## src/rtl/mux4_to_1.sv

```systemverilog
// Registered 4:1 multiplexer with a sample-enable handshake.
// The output register also records which select code produced the held data.
module mux4_to_1 #(
    parameter int unsigned WIDTH = 1
) (
    input  logic             clk,
    input  logic             rst,
    input  logic [WIDTH-1:0] a,
    input  logic [WIDTH-1:0] b,
    input  logic [WIDTH-1:0] c,
    input  logic [WIDTH-1:0] d,
    input  logic [1:0]       sel,
    input  logic             in_valid,
    output logic [WIDTH-1:0] f,
    output logic             out_valid,
    output logic [1:0]       out_sel
);

    logic [WIDTH-1:0] sel_data;
    logic [WIDTH-1:0] f_d, f_q;
    logic [1:0]       out_sel_d, out_sel_q;
    logic             out_valid_d, out_valid_q;

    always_comb begin
        sel_data = '0;
        unique case (sel)
            2'b00: sel_data = a;
            2'b01: sel_data = b;
            2'b10: sel_data = c;
            2'b11: sel_data = d;
        endcase
    end

    // Data and select hold when idle; only the valid flag drops.
    always_comb begin
        f_d         = f_q;
        out_sel_d   = out_sel_q;
        out_valid_d = 1'b0;
        if (in_valid) begin
            f_d         = sel_data;
            out_sel_d   = sel;
            out_valid_d = 1'b1;
        end
    end

    always_ff @(posedge clk) begin
        if (rst) begin
            f_q         <= '0;
            out_sel_q   <= 2'b00;
            out_valid_q <= 1'b0;
        end else begin
            f_q         <= f_d;
            out_sel_q   <= out_sel_d;
            out_valid_q <= out_valid_d;
        end
    end

    assign f         = f_q;
    assign out_sel   = out_sel_q;
    assign out_valid = out_valid_q;

endmodule

```

## config.mk

```make
export PLATFORM = sky130hd
export DESIGN_NAME = mux4_to_1
export DESIGN_NICKNAME = d
export VERILOG_FILES = /design/src/rtl/mux4_to_1.sv
export SDC_FILE = /design/constraint.sdc
export NUM_CORES = 1
export LEC_CHECK = 0
export ABC_AREA = 1
export CELL_PAD_IN_SITES_DETAIL_PLACEMENT = 0
export CELL_PAD_IN_SITES_GLOBAL_PLACEMENT = 1
export CORE_AREA = 2 2 39 41
export DETAILED_ROUTE_END_ITERATION = 10
export DIE_AREA = 0 0 41 43
export PLACE_DENSITY_LB_ADDON = 0.2
export SLEW_MARGIN = 20
export SYNTH_ARGS = -nofsm -noshare
export SYNTH_HDL_FRONTEND = slang
export SYNTH_SLANG_ARGS = --single-unit
```

## constraint.sdc

```tcl
create_clock -name clk -period 0.8 [get_ports clk]
set_input_delay 0.12 -clock clk [delete_from_list [all_inputs] [get_ports clk]]
set_output_delay 0.12 -clock clk [all_outputs]
set_load 0.02 [all_outputs]
```

==> reports/results.ini <==
[job]
max-cap-violations = 0

[route]
drt_first_pass_iters = 2
dr_total_vias = 190
drt-initial-drc-count = 5
drt_wl_total_um = 399
drc = 0
avgRoutedWirePerCell_um = 7.39
ant_nets = 0
vias_per_cell = 3.52

[timing]
timing.fmax_ghz = 1.27
rsz0062_at_grt = true
hold_violations = 0
fin_crit_ns = 0.786
slew_violations = 0
hold_slack_ns = 0.348
clock_skew_ns = 0
timing.final.crit_share_pct = 98.3
relSlewSlack_pct = 85.1
worstMarginPinSlew_ns = 0.223
setup_viol = 0

[synth]
synth_fp_nets = 30
ys_seq_area_share_pct = 50.4
ys_types = 8
yosys.area.top_type_share_pct = 50.4
syn_area_sq_um = 159
yosysWarnings = 0
ys_ff_latch = 4
synth_largest_area_cell = dfxtp_1
synth_area_leaders = dfxtp_1, nand2_1, a211oi_1
syn_avg_cell_area_sq_um = 7.57
netlist_instances = 21

[finish]
syn2layout_area_growth_pct = 116
nNetsFinal = 49
drive_above_1_share_pct = 31.6
final_cell_mix = clkdlybuf4s50_1, nand2_1, buf_6
finalNonFillerCells = 54
layout_commonest_cell = clkdlybuf4s50_1
n_antenna_cell = 0
postLayoutCoreUtil_pct = 24.8
final_area_sq_um = 343

[power_and_ir_drop]
max-vdd-ir-drop_uv = 307
comb_power_share_pct = 21.3
total_power_uw = 593
power.share.switching_pct = 22.5
power-per-cell-area_mw_per_mm2 = 1730
clkPwrFrac_pct = 40.8
p_seq_share_pct = 37.9
p_int_uw = 460
p_switching_uw = 133
leakage_uw = 0.000163

[worst_setup_path]
arrival_ns = 0.67
end_kind = output pin
crit_type = flop to output pin
rrSetupSlack_ns = 0.09
path_buf_inv = 1
r2r_cells = 3
cp-start-kind = flop
cpPeakStageDelay_ns = 0.31
required_ns = 0.68
cp_slowest_cell = dfxtp_2
critical-path-top-delay-family = flip-flops
r2r_end = out_sel[0]
worstPathMaxFanout = 2
r2r_start = out_sel[0]
crit_chain = buf_6

[clock_network]
cts_tree = built
cts_hold_buf = 0
htreeDepth = 1
cts_max_path_buffers = 2
clk_pin_slew_ns = 0.04
clk_latency_ns = 0.23
numCtsBuffers = 3
clock-sinks = 4
root_buffer = clkbuf_4

[floorplanning]
initial_core_util_pct = 11.5
die_w_um = 41
die-area_sq_mm = 0.00176
dieHeight_um = 43
row_count = 14
core-area_sq_mm = 0.00138
io_pins = 13

[min_path]
hold_end = f
worstHoldPathType = input pin to flop
hold_depth = 2
min_from = in_valid

[placement]
place_inst = 50
place.gp.congestion = 0.516
placed_area_sq_um = 307
numPortBuffers = 12

[grt]
grt_pass1_wl_um = 524
grt_max_degree = 8
overflow = 0
antenna_found_initial = 0
grt_pass1_vias = 149
gr-usage-all-layers_pct = 5.01

[run_status]
status = completed

-- logic make-up after synthesis --
| group | share of synthesized area [%] |
|---|---|
| buf+inv | 7.09 |
| simple gates | 25.2 |
| flops | 50.4 |
| compound gates | 17.3 |
-- through the flow --
step                setup slack, ns  TNS, ns
floorplan                    0.0905        0
global placement             -0.254    -1.71
global route                -0.0149  -0.0275
CTS                         0.00204        0
finish                       0.0138        0
detailed placement           -0.265    -1.74
-- area by class of cell --
| cell class | instances | area [sq um] |
|---|---|---|
| flip-flops and latches | 4 | 83.8 |
| repair buffers | 14 | 138 |
| fillers | 151 | 1040 |
| well taps | 16 | 20.0 |
| inverters | 3 | 11.3 |
| clock buffers | 3 | 22.5 |
| multi-input cells | 14 | 67.6 |
-- power by group through the flow --
stage / sequential (uW) / combinational, uW / clock, uW
detailed placement: 223 / 123 / 0
floorplan: 240 / 25.5 / 0
finish: 225 / 126 / 242
global route: 226 / 136 / 270
global placement: 222 / 123 / 0
CTS: 225 / 121 / 259
-- timing repair --
action / 4_1_cts / 5_1_grt
buffers inserted: 0 / 1
endpoints found under the setup margin: 6 / 4
resized for setup: 28 / 1
pin swaps: 0 / 0
-- worst max path at each step --
| stage | from | endpoint | slack [ns] | depth (start not counted) |
|---|---|---|---|---|
| finish | out_sel[1] | out_sel[1] | 0.01 | 1 |
| global route | out_sel[0] | out_sel[0] | -0.01 | 1 |
| CTS | out_sel[1] | out_sel[1] | 0.002 | 1 |
| detailed placement | sel[0] | f | -0.27 | 6 |
| global placement | sel[0] | f | -0.25 | 6 |
| floorplan | out_sel[1] | out_sel[1] | 0.09 | 2 |
-- sequential cells by signal, summed over array words and instances, names as in the netlist --
name,count
f,1
out_sel,2
out_valid,1
-- metal layers --
layer  up-vias  wire [um]  part of all wire (%)  global-route usage [%]
met4         0          0                     0                    10.0
met2        11        176                    44                    5.00
met1        76        164                    41                    6.07
li1        103          -                     -                       -
met3         0         58                    15                       0
met5         -          0                     0                       0
-- cell usage after synthesis, drive strengths merged --
cell type / n
o21bai: 1
nand2: 5
inv: 3
dfxtp: 4
a21oi: 1
nand3: 2
nor2: 3
a211oi: 2
No activity file was read; power rests on OpenSTA's default activity.
